`config.mk`:
```
export PLATFORM = sky130hd
export DESIGN_NAME = debug_cmd_rx
export DESIGN_NICKNAME = d
export VERILOG_FILES = /design/src/rtl/debug_pkg.sv /design/src/rtl/debug_status_slot.sv /design/src/rtl/debug_cmd_rx.sv
export SDC_FILE = /design/constraint.sdc
export NUM_CORES = 1
export LEC_CHECK = 0
export ABC_CLOCK_PERIOD_IN_PS = 2900
export BUFFER_PORTS_ARGS = -buffer_cell sky130_fd_sc_hd__buf_2
export CAP_MARGIN = 20
export CORE_MARGIN = 5
export CORE_UTILIZATION = 56
export CTS_CLUSTER_DIAMETER = 30
export DETAILED_ROUTE_END_ITERATION = 8
export GPL_TIMING_DRIVEN = 0
export PLACE_DENSITY_LB_ADDON = 0.2
export SETUP_SLACK_MARGIN = 0.4
export SLEW_MARGIN = 20
export SYNTH_ARGS = -nofsm -noshare
export SYNTH_HDL_FRONTEND = slang
export SYNTH_SLANG_ARGS = --single-unit
export TNS_END_PERCENT = 20
```
`constraint.sdc`:
```
create_clock -name clk -period 2.9 [get_ports clk]
set_input_delay 0.29 -clock clk [delete_from_list [all_inputs] [get_ports clk]]
set_output_delay 0.29 -clock clk [all_outputs]
set_load 0.01 [all_outputs]
```
`src/rtl/debug_pkg.sv`:
```
// Shared constants for the debug command receiver: opcodes, status codes,
// the default packet start marker and the receive FSM encoding.
package debug_pkg;

  localparam logic [7:0] SYNC_BYTE_DEFAULT = 8'hA5;

  localparam logic [7:0] OP_STEP   = 8'h01;
  localparam logic [7:0] OP_RUN    = 8'h02;
  localparam logic [7:0] OP_HALT   = 8'h03;
  localparam logic [7:0] OP_SET_BP = 8'h04;
  localparam logic [7:0] OP_CLR_BP = 8'h05;
  localparam logic [7:0] OP_RESET  = 8'h06;

  localparam logic [7:0] ST_OK      = 8'h00;
  localparam logic [7:0] ST_BADCSUM = 8'hE1;
  localparam logic [7:0] ST_BADOP   = 8'hE2;
  localparam logic [7:0] ST_TIMEOUT = 8'hE3;
  localparam logic [7:0] ST_BPHIT   = 8'hB0;

  typedef enum logic [2:0] {
    S_SYNC   = 3'd0,
    S_OP     = 3'd1,
    S_ARG_HI = 3'd2,
    S_ARG_LO = 3'd3,
    S_CSUM   = 3'd4
  } rx_state_e;

  // An opcode is known when it falls in the contiguous STEP..RESET range.
  function automatic logic op_is_known(input logic [7:0] op);
    return (op >= OP_STEP) && (op <= OP_RESET);
  endfunction

endpackage

```
`src/rtl/debug_status_slot.sv`:
```
// Single-entry status holding register with a sticky overflow flag.
// Handshake: valid_o rises on a post and the byte in data_o is held unchanged
// until a cycle with valid_o & ready_i; a post arriving while the slot is
// occupied and not being drained that cycle is dropped and sets ovf_o.
// Port a has priority over port b when both post in the same cycle; the
// losing post always counts as dropped.
module debug_status_slot (
  input  logic       clk,
  input  logic       rst,
  input  logic       post_a_i,
  input  logic [7:0] code_a_i,
  input  logic       post_b_i,
  input  logic [7:0] code_b_i,
  input  logic       ready_i,
  output logic       valid_o,
  output logic [7:0] data_o,
  output logic       ovf_o
);

  logic       valid_q, valid_d;
  logic [7:0] data_q, data_d;
  logic       ovf_q, ovf_d;
  logic       accept;
  logic       free;

  assign accept = valid_q & ready_i;
  assign free   = ~valid_q | accept;

  // Next-state: drain on accept, load a new post when the slot frees up,
  // otherwise record the loss.
  always_comb begin
    valid_d = valid_q;
    data_d  = data_q;
    ovf_d   = ovf_q;
    if (accept) begin
      valid_d = 1'b0;
    end
    if (post_a_i | post_b_i) begin
      if (free) begin
        valid_d = 1'b1;
        data_d  = post_a_i ? code_a_i : code_b_i;
      end else begin
        ovf_d = 1'b1;
      end
    end
    if (post_a_i & post_b_i) begin
      ovf_d = 1'b1;
    end
  end

  // Slot registers with asynchronous active-low reset.
  always_ff @(posedge clk or negedge rst) begin
    if (!rst) begin
      valid_q <= 1'b0;
      data_q  <= 8'h00;
      ovf_q   <= 1'b0;
    end else begin
      valid_q <= valid_d;
      data_q  <= data_d;
      ovf_q   <= ovf_d;
    end
  end

  assign valid_o = valid_q;
  assign data_o  = data_q;
  assign ovf_o   = ovf_q;

endmodule

```
`src/rtl/debug_cmd_rx.sv`:
```
// Host-to-FPGA debug command receiver. Parses SYNC/op/arg_hi/arg_lo/csum
// packets from the UART byte stream, drives Z80 step/run/breakpoint/reset
// controls and posts one status byte per packet (plus timeout and breakpoint
// events) into a single-entry valid/ready status slot.
module debug_cmd_rx
  import debug_pkg::*;
#(
  parameter int unsigned TIMEOUT_CYCLES = 500000,
  parameter int unsigned RST_CYCLES     = 16,
  parameter logic [7:0]  SYNC_BYTE      = SYNC_BYTE_DEFAULT
) (
  input  logic        clk,
  input  logic        rst,
  input  logic [7:0]  rx_data,
  input  logic        rx_done,
  input  logic [15:0] z80_addr,
  input  logic        z80_mem_rd,
  output logic        step_req,
  output logic [15:0] step_count,
  output logic        run,
  output logic        bp_en,
  output logic [15:0] bp_addr,
  output logic        z80_rst,
  output logic        status_valid,
  output logic [7:0]  status_data,
  input  logic        status_ready,
  output logic        status_ovf,
  output logic [2:0]  dbg_state
);

  localparam int unsigned TW = (TIMEOUT_CYCLES > 1) ? $clog2(TIMEOUT_CYCLES) : 1;
  localparam int unsigned RW = $clog2(RST_CYCLES + 1);
  localparam logic [TW-1:0] TO_LAST  = TW'(TIMEOUT_CYCLES - 1);
  localparam logic [RW-1:0] RST_LAST = RW'(RST_CYCLES - 1);

  rx_state_e     state_q;
  logic [7:0]    op_q;
  logic [7:0]    arg_hi_q;
  logic [7:0]    arg_lo_q;
  logic [TW-1:0] to_cnt_q;
  logic          step_req_q;
  logic [15:0]   step_count_q;
  logic          run_q;
  logic          bp_en_q;
  logic [15:0]   bp_addr_q;
  logic          z80_rst_q;
  logic [RW-1:0] rst_cnt_q;

  logic       csum_ok;
  logic       pkt_done;
  logic       timeout_hit;
  logic       bp_hit;
  logic       cmd_post;
  logic [7:0] cmd_code;

  assign csum_ok     = (rx_data == (op_q ^ arg_hi_q ^ arg_lo_q));
  assign pkt_done    = rx_done && (state_q == S_CSUM);
  // A byte arriving on the expiry cycle wins, so rx_done masks the timeout.
  assign timeout_hit = (state_q != S_SYNC) && !rx_done && (to_cnt_q == TO_LAST);
  assign bp_hit      = run_q & bp_en_q & z80_mem_rd & (z80_addr == bp_addr_q);

  // Packet completion and timeout never coincide, so they share one post port.
  assign cmd_post = pkt_done | timeout_hit;

  // Status for the command-side post; bad checksum outranks unknown opcode.
  always_comb begin
    cmd_code = ST_OK;
    if (timeout_hit) begin
      cmd_code = ST_TIMEOUT;
    end else if (!csum_ok) begin
      cmd_code = ST_BADCSUM;
    end else if (!op_is_known(op_q)) begin
      cmd_code = ST_BADOP;
    end
  end

  // Receive FSM, inter-byte timeout, command execution and Z80 control outputs.
  always_ff @(posedge clk or negedge rst) begin
    if (!rst) begin
      state_q      <= S_SYNC;
      op_q         <= 8'h00;
      arg_hi_q     <= 8'h00;
      arg_lo_q     <= 8'h00;
      to_cnt_q     <= '0;
      step_req_q   <= 1'b0;
      step_count_q <= 16'h0000;
      run_q        <= 1'b0;
      bp_en_q      <= 1'b0;
      bp_addr_q    <= 16'h0000;
      z80_rst_q    <= 1'b0;
      rst_cnt_q    <= '0;
    end else begin
      step_req_q <= 1'b0;

      if (rx_done || (state_q == S_SYNC) || timeout_hit) begin
        to_cnt_q <= '0;
      end else begin
        to_cnt_q <= to_cnt_q + TW'(1);
      end

      // Reset pulse countdown; a RESET command below may reload it.
      if (z80_rst_q) begin
        if (rst_cnt_q == '0) begin
          z80_rst_q <= 1'b0;
        end else begin
          rst_cnt_q <= rst_cnt_q - RW'(1);
        end
      end

      if (timeout_hit) begin
        state_q <= S_SYNC;
      end else if (rx_done) begin
        case (state_q)
          S_SYNC: begin
            if (rx_data == SYNC_BYTE) begin
              state_q <= S_OP;
            end
          end
          S_OP: begin
            op_q    <= rx_data;
            state_q <= S_ARG_HI;
          end
          S_ARG_HI: begin
            arg_hi_q <= rx_data;
            state_q  <= S_ARG_LO;
          end
          S_ARG_LO: begin
            arg_lo_q <= rx_data;
            state_q  <= S_CSUM;
          end
          S_CSUM: begin
            state_q <= S_SYNC;
            if (csum_ok) begin
              case (op_q)
                OP_STEP: begin
                  step_req_q   <= 1'b1;
                  step_count_q <= {arg_hi_q, arg_lo_q};
                end
                OP_RUN:    run_q <= 1'b1;
                OP_HALT:   run_q <= 1'b0;
                OP_SET_BP: begin
                  bp_addr_q <= {arg_hi_q, arg_lo_q};
                  bp_en_q   <= 1'b1;
                end
                OP_CLR_BP: bp_en_q <= 1'b0;
                OP_RESET: begin
                  z80_rst_q <= 1'b1;
                  rst_cnt_q <= RST_LAST;
                end
                default: ;
              endcase
            end
          end
          default: state_q <= S_SYNC;
        endcase
      end

      // Breakpoint overrides any RUN/HALT executed in the same cycle.
      if (bp_hit) begin
        run_q <= 1'b0;
      end
    end
  end

  debug_status_slot u_status (
    .clk      (clk),
    .rst      (rst),
    .post_a_i (bp_hit),
    .code_a_i (ST_BPHIT),
    .post_b_i (cmd_post),
    .code_b_i (cmd_code),
    .ready_i  (status_ready),
    .valid_o  (status_valid),
    .data_o   (status_data),
    .ovf_o    (status_ovf)
  );

  assign step_req   = step_req_q;
  assign step_count = step_count_q;
  assign run        = run_q;
  assign bp_en      = bp_en_q;
  assign bp_addr    = bp_addr_q;
  assign z80_rst    = z80_rst_q;
  assign dbg_state  = state_q;

endmodule

```
## Yosys cells after proc, flatten, opt, wreduce, memory -nomap -nowiden

Cells that the tools add are included.

| word-level totals | value |
|---|---|
| flip-flop bits (word level) | 97 |
| input bits | 29 |
| output and inout port bits | 49 |
| logic and storage cells | 116 |

| operators by class | value |
|---|---|
| add/sub/neg operators | 2 |
| order comparisons | 2 |
| eq/ne operators | 17 |
| mux-type cells | 41 |
| bitwise operators | 12 |
| reductions and logical operators | 27 |

Operator list:

| operator | count |
|---|---|
| 5-bit 2-to-1 mux | 7 |
| 8-bit 2-to-1 mux | 4 |
| 8-bit by 3-bit == test with 1-bit output (second input constant) | 3 |
| 1-bit 2-to-1 mux | 23 |
| 5-bit AND reduction | 4 |
| 19-bit by 1-bit adder with 19-bit output (second input constant) | 1 |
| 19-bit == test (second input constant) | 1 |
| 19-bit 2-to-1 mux | 1 |
| 16-bit == test | 1 |
| 8-bit by 2-bit == test with 1-bit output (second input constant) | 2 |
| 8-bit XOR | 2 |
| 3-bit one-hot mux with 4 select lines | 1 |
| 2-bit nonzero test | 6 |
| 3-bit 2-to-1 mux | 3 |
| 3-bit AND reduction | 3 |
| 8-bit by 1-bit == test with 1-bit output (second input constant) | 1 |
| 8-bit == test | 1 |
| 8-bit == test (second input constant) | 1 |
| 8-bit by 1-bit greater-or-equal comparator with 1-bit output (second input constant) | 1 |
| 8-bit by 3-bit less-or-equal comparator with 1-bit output (second input constant) | 1 |
| 3-bit by 2-bit == test with 1-bit output (second input constant) | 2 |
| 2-bit AND reduction | 3 |
| 3-bit nonzero test | 2 |
| 1-bit AND | 5 |
| other kinds (14) | 22 |

## Longest topological paths before layout

| depth | value |
|---|---|
| depth in word-level cells | 8 |
| depth in mapped cells | 9 |
| gate-level depth less buffers | 7 |

## Modules after synthesis

From an unflattened synthesis, not the netlist that was laid out.

| second synthesis, totals | value |
|---|---|
| cells, all modules | 390 |
| area total of the unflattened synthesis | 4772.1 um^2 |

By module, submodules not included:

| module | instances | cells each | area an instance (um^2) | seq. area each (um^2) |
|---|---|---|---|---|
| debug_cmd_rx | 1 | 356 | 4206.5 | 2177.1 |
| debug_status_slot | 1 | 34 | 565.5 | 250.2 |

## Worst setup path after synthesis

No wires, ideal clock.

| timing | value |
|---|---|
| path kind | register to register |
| start point | register op_q[7] |
| end point | register bp_addr_q[10] (netlist: bp_addr[10]) |
| setup time | 125 ps |
| arrival time | 2165 ps |
| required time | 2775 ps |
| slack | 610 ps |
| stages on the path, launching flop included | 8 |
| buffers on the path | 1 |
| clock period less this slack | 2290 ps |
| cells stage by stage | dfrtp_1 -> or4_1 -> nor2_1 -> and2_2 -> nand4_2 -> nor2_4 -> buf_6 -> mux2_2 |

| on the way | value |
|---|---|
| word-level cells in the longest chain between the ends | 4 |
| elaborated cells between the ends (all ways) | 5 |
| those cells by class | eq/ne: 2; bitwise: 2; reduce/logical: 1 |

Ends and longest elaborated chain:

| what | RTL line | source |
|---|---|---|
| start: declaration | debug_cmd_rx.sv:37 | `logic [7:0] op_q;` |
| start signal: assignment | debug_cmd_rx.sv:120 | `op_q <= rx_data;` |
| 8-bit XOR (2 in a row) | debug_cmd_rx.sv:56 | `assign csum_ok = (rx_data == (op_q ^ arg_hi_q ^ arg_lo_q));` |
| 8-bit == test | debug_cmd_rx.sv:56 |  |
| 5-bit AND reduction (no source line) * | n/a |  |
| end signal: assignment | debug_cmd_rx.sv:142 | `bp_addr_q <= {arg_hi_q, arg_lo_q};` |
| end: declaration | debug_cmd_rx.sv:45 | `logic [15:0] bp_addr_q;` |

Every way passes the cells marked *; elsewhere a longest branch is shown, timed or not.
A chain may end at the register's enable or synchronous reset.

## Final worst setup path

| timing | value |
|---|---|
| start point | register op_q[7] |
| end point | register bp_addr_q[0] (netlist: bp_addr[0]) |

The elaborated chain is that of the path after synthesis.

==> flow_metrics.py <==
metrics = {
    "sta": {
        "rsz0062_at_grt": "false",
        "setup_violations": 0,
        "fmax_ghz": 0.420,
        "worst_pin_slew_ps": 964,
        "setup_ws_ps": 522,
        "min_period_over_period_pct": 82.0,
        "fin_skew_ps": 7.19,
        "tns_ps": 0,
        "fin_crit_ps": 2380,
        "hold_violations": 0,
        "slew_headroom_pct": 35.6,
        "drv_slew": 0,
    },
    "layout": {
        "area_growth_pct": 18.4,
        "drive_gt1_share_pct": 35.5,
        "fin_area_mm2": 0.00538,
        "nets": 502,
        "final_cell_count_no_fill": 578,
        "antennaDiodeCount": 0,
    },
    "cts": {
        "cts.sinks": 94,
        "htree_num_levels": 3,
        "ctsLongestPathBuffers": 2,
        "clock_latency_ps": 350,
        "root_buffer": "clkbuf_8",
        "cts_tree": "done",
        "path_clk_slew_ps": 90,
        "cts_buffers": 9,
    },
    "logic_synthesis": {
        "syn_avg_cell_area_um2": 12.1,
        "netlist.area_leader.share_pct": 51.7,
        "synthArstFlopShare_pct": 100,
        "synth_cell_types": 54,
        "yosys-top-cells-area": "dfrtp_1 (52%), mux2_2 (11%), xnor2_1 (7.3%), xor2_1 (3.5%), mux2_4 (3.3%)",
        "synthCells": 377,
        "synth.most_common_cell": "dfrtp_1",
        "synth_enable_flop_cells": 0,
        "synth_warnings": 0,
        "synth-seq-area-share_pct": 51.7,
        "syn_area_mm2": 0.00455,
        "ys_seq_elements": 94,
        "synthTopCellsByCount": "dfrtp_1 (94), mux2_2 (43), xnor2_1 (38)",
        "yosys_most_used_dff": "dfrtp_1",
        "post-synth-top-area-cell": "dfrtp_1",
    },
    "placed_design": {
        "post-place-ws_ps": 300,
        "port_buffers": 75,
        "globalplace.congestion": 0.842,
        "dp_hpwl_um": 6990,
        "placed_area_mm2": 0.00509,
        "dpl.cell_count": 556,
    },
    "floorplanning": {
        "start_util_pct": 58.2,
        "dieArea_mm2": 0.0100,
        "core_mm2": 0.00781,
        "num_rows": 32,
        "die_y_um": 100,
        "die_w_um": 100,
        "ioPinCount": 78,
    },
    "grt": {
        "antenna_found_initial": 0,
        "grt_usage_pct": 19.6,
        "grt_pass1_vias": 3147,
        "grt_pass1_wl_um": 15600,
        "grt_overflow_total": 0,
        "grt_max_degree": 62,
    },
    "hold_path": {
        "hp-class": "input pin to register",
    },
    "detailed_routing": {
        "vias_per_cell": 5.48,
        "route.antenna.remaining_nets": 0,
        "avgRoutedWirePerCell_um": 16.4,
        "wirelength_um": 9490,
        "vias": 3169,
        "drc_errors": 0,
        "drtPass1Iterations": 4,
        "first_iter_violations": 139,
    },
    "critical_path": {
        "worstPathArrival_ps": 2610,
        "path_max_fanout": 5,
        "path_class": "register to register",
        "cp.required_ps": 3130,
        "start_kind": "register",
        "endpoint_kind": "register",
    },
    "power": {
        "max-vdd-ir-drop_v": 0.000405,
        "powerDensity_mw_per_mm2": 735,
        "p_leak_nw": 2.66,
    },
    "job": {
        "max-cap-violations": 0,
    },
    "status": {
        "status": "complete, no violations",
    },
}
cell families (layout without fill, tap and decap cells):
kind of cell / after synthesis / after routing / synth area share [%]
other: 1 / 2 / 0.0825
buffers and inverters: 20 / 118 / 2.42
flip-flops: 94 / 94 / 51.7
adder cells (fa/ha/maj): 2 / 2 / 0.550
multiplexers: 55 / 55 / 14.4
AND/OR/NAND/NOR: 120 / 120 / 15.7
XOR/XNOR: 56 / 56 / 10.8
AO/OA/AOI/OAI: 29 / 29 / 4.29
what timing repair did:
| action | CTS | global route |
|---|---|---|
| buffers inserted | 3 | 2 |
| pin swaps | 1 | 1 |
| setup endpoints to repair | 9 | 12 |
| gates resized for setup | 1 | 4 |
| hold buffers | 1 | 0 |
| hold endpoints to repair | 33 | 0 |
| cloned | 0 | 0 |
placed cells by master, fill, tap and decap left out, types with 3 or more instances in the layout:
cell	Yosys	layout
a21oi_1	8	8
and3_1	12	12
buf_2	1	75
buf_4	3	8
buf_6	3	3
clkbuf_1	6	8
clkbuf_8	0	9
dfrtp_1	94	94
inv_1	6	6
mux2_2	43	43
mux2_4	10	10
nand2_1	22	22
nand2b_1	3	3
nand3_1	8	8
nand4_1	7	7
nand4b_1	4	4
nor2_1	28	27
nor2b_1	3	3
nor3_1	8	7
nor4_1	4	4
nor4bb_1	3	3
o21ai_0	6	6
xnor2_1	38	38
xor2_1	18	18
power by group:
part / switching (mW) / leakage [nW] / internal (mW) / total [mW]
Sequential: 0.277 / 1.25 / 1.55 / 1.82
Combinational: 0.607 / 1.30 / 0.593 / 1.20
Clock: 0.442 / 0.108 / 0.490 / 0.932
Total: 1.33 / 2.66 / 2.63 / 3.96
routing by layer:
layer | part of all wire, % | wire [µm] | track usage, % | vias to the layer above
li1 | - | - | - | 1511
met4 | 0.91 | 86 | 5.91 | 0
met3 | 5.8 | 550 | 3.27 | 8
met5 | 0 | 0 | 0 | -
met2 | 44 | 4150 | 29.3 | 80
met1 | 50 | 4700 | 29.3 | 1570
sequential cells by signal (all words and copies together), names as in the netlist:
signal and flops:
dbg_state 3, step_count 16, op_q 8, u_status.ovf_o 1, bp_en 1, z80_rst 1, arg_lo_q 8, run 1
u_status.valid_o 1, to_cnt_q 19, rst_cnt_q 5, arg_hi_q 8, step_req 1, u_status.data_o 5, bp_addr 16
final timing paths:
kind | startpoint | to | slack (ps) | cells past startpoint
setup / recovery | op_q[7] | bp_addr[0] | 520 | 7
hold / removal | rx_done | to_cnt_q[4] | 170 | 2
setup reg to reg | op_q[7] | bp_addr[0] | 520 | 7
hold reg to reg | u_status.ovf_o | u_status.ovf_o | 480 | 1
max in group asynchronous | rst | dbg_state[1] | 1920 | 3
min in group asynchronous | rst | step_count[14] | 390 | 2
stage by stage:
| step | hold WS [ps] | power, mW | util [%] |
|---|---|---|---|
| after floorplan | -5.59 | 2.63 | - |
| after global routing | 170 | 4.17 | 68.9 |
| final | 171 | 3.96 | 68.9 |
| after detailed placement | 198 | 2.98 | 65.2 |
| after global placement | 461 | 2.93 | 64.7 |
| after CTS | 151 | 3.93 | 68.4 |
area by class of cell:
class | instances | area [µm²]
Clock buffer | 11 | 131
Timing Repair Buffer | 82 | 457
Fill cell | 601 | 2430
Buffer | 13 | 92.6
Inverter | 7 | 26.3
Tap cell | 102 | 128
Multi-Input combinational cell | 264 | 2110
Sequential cell | 94 | 2350
Clock inverter | 5 | 82.6
critical path, cell delays in order, from the launching register on:
cell and delay, ps:
dfrtp_1 410, or4_1 620, nor2_2 210, and2_2 240
nand4_2 130, nor2_4 160, buf_4 170, mux2_2 330
(Power assumes the default switching activity.)
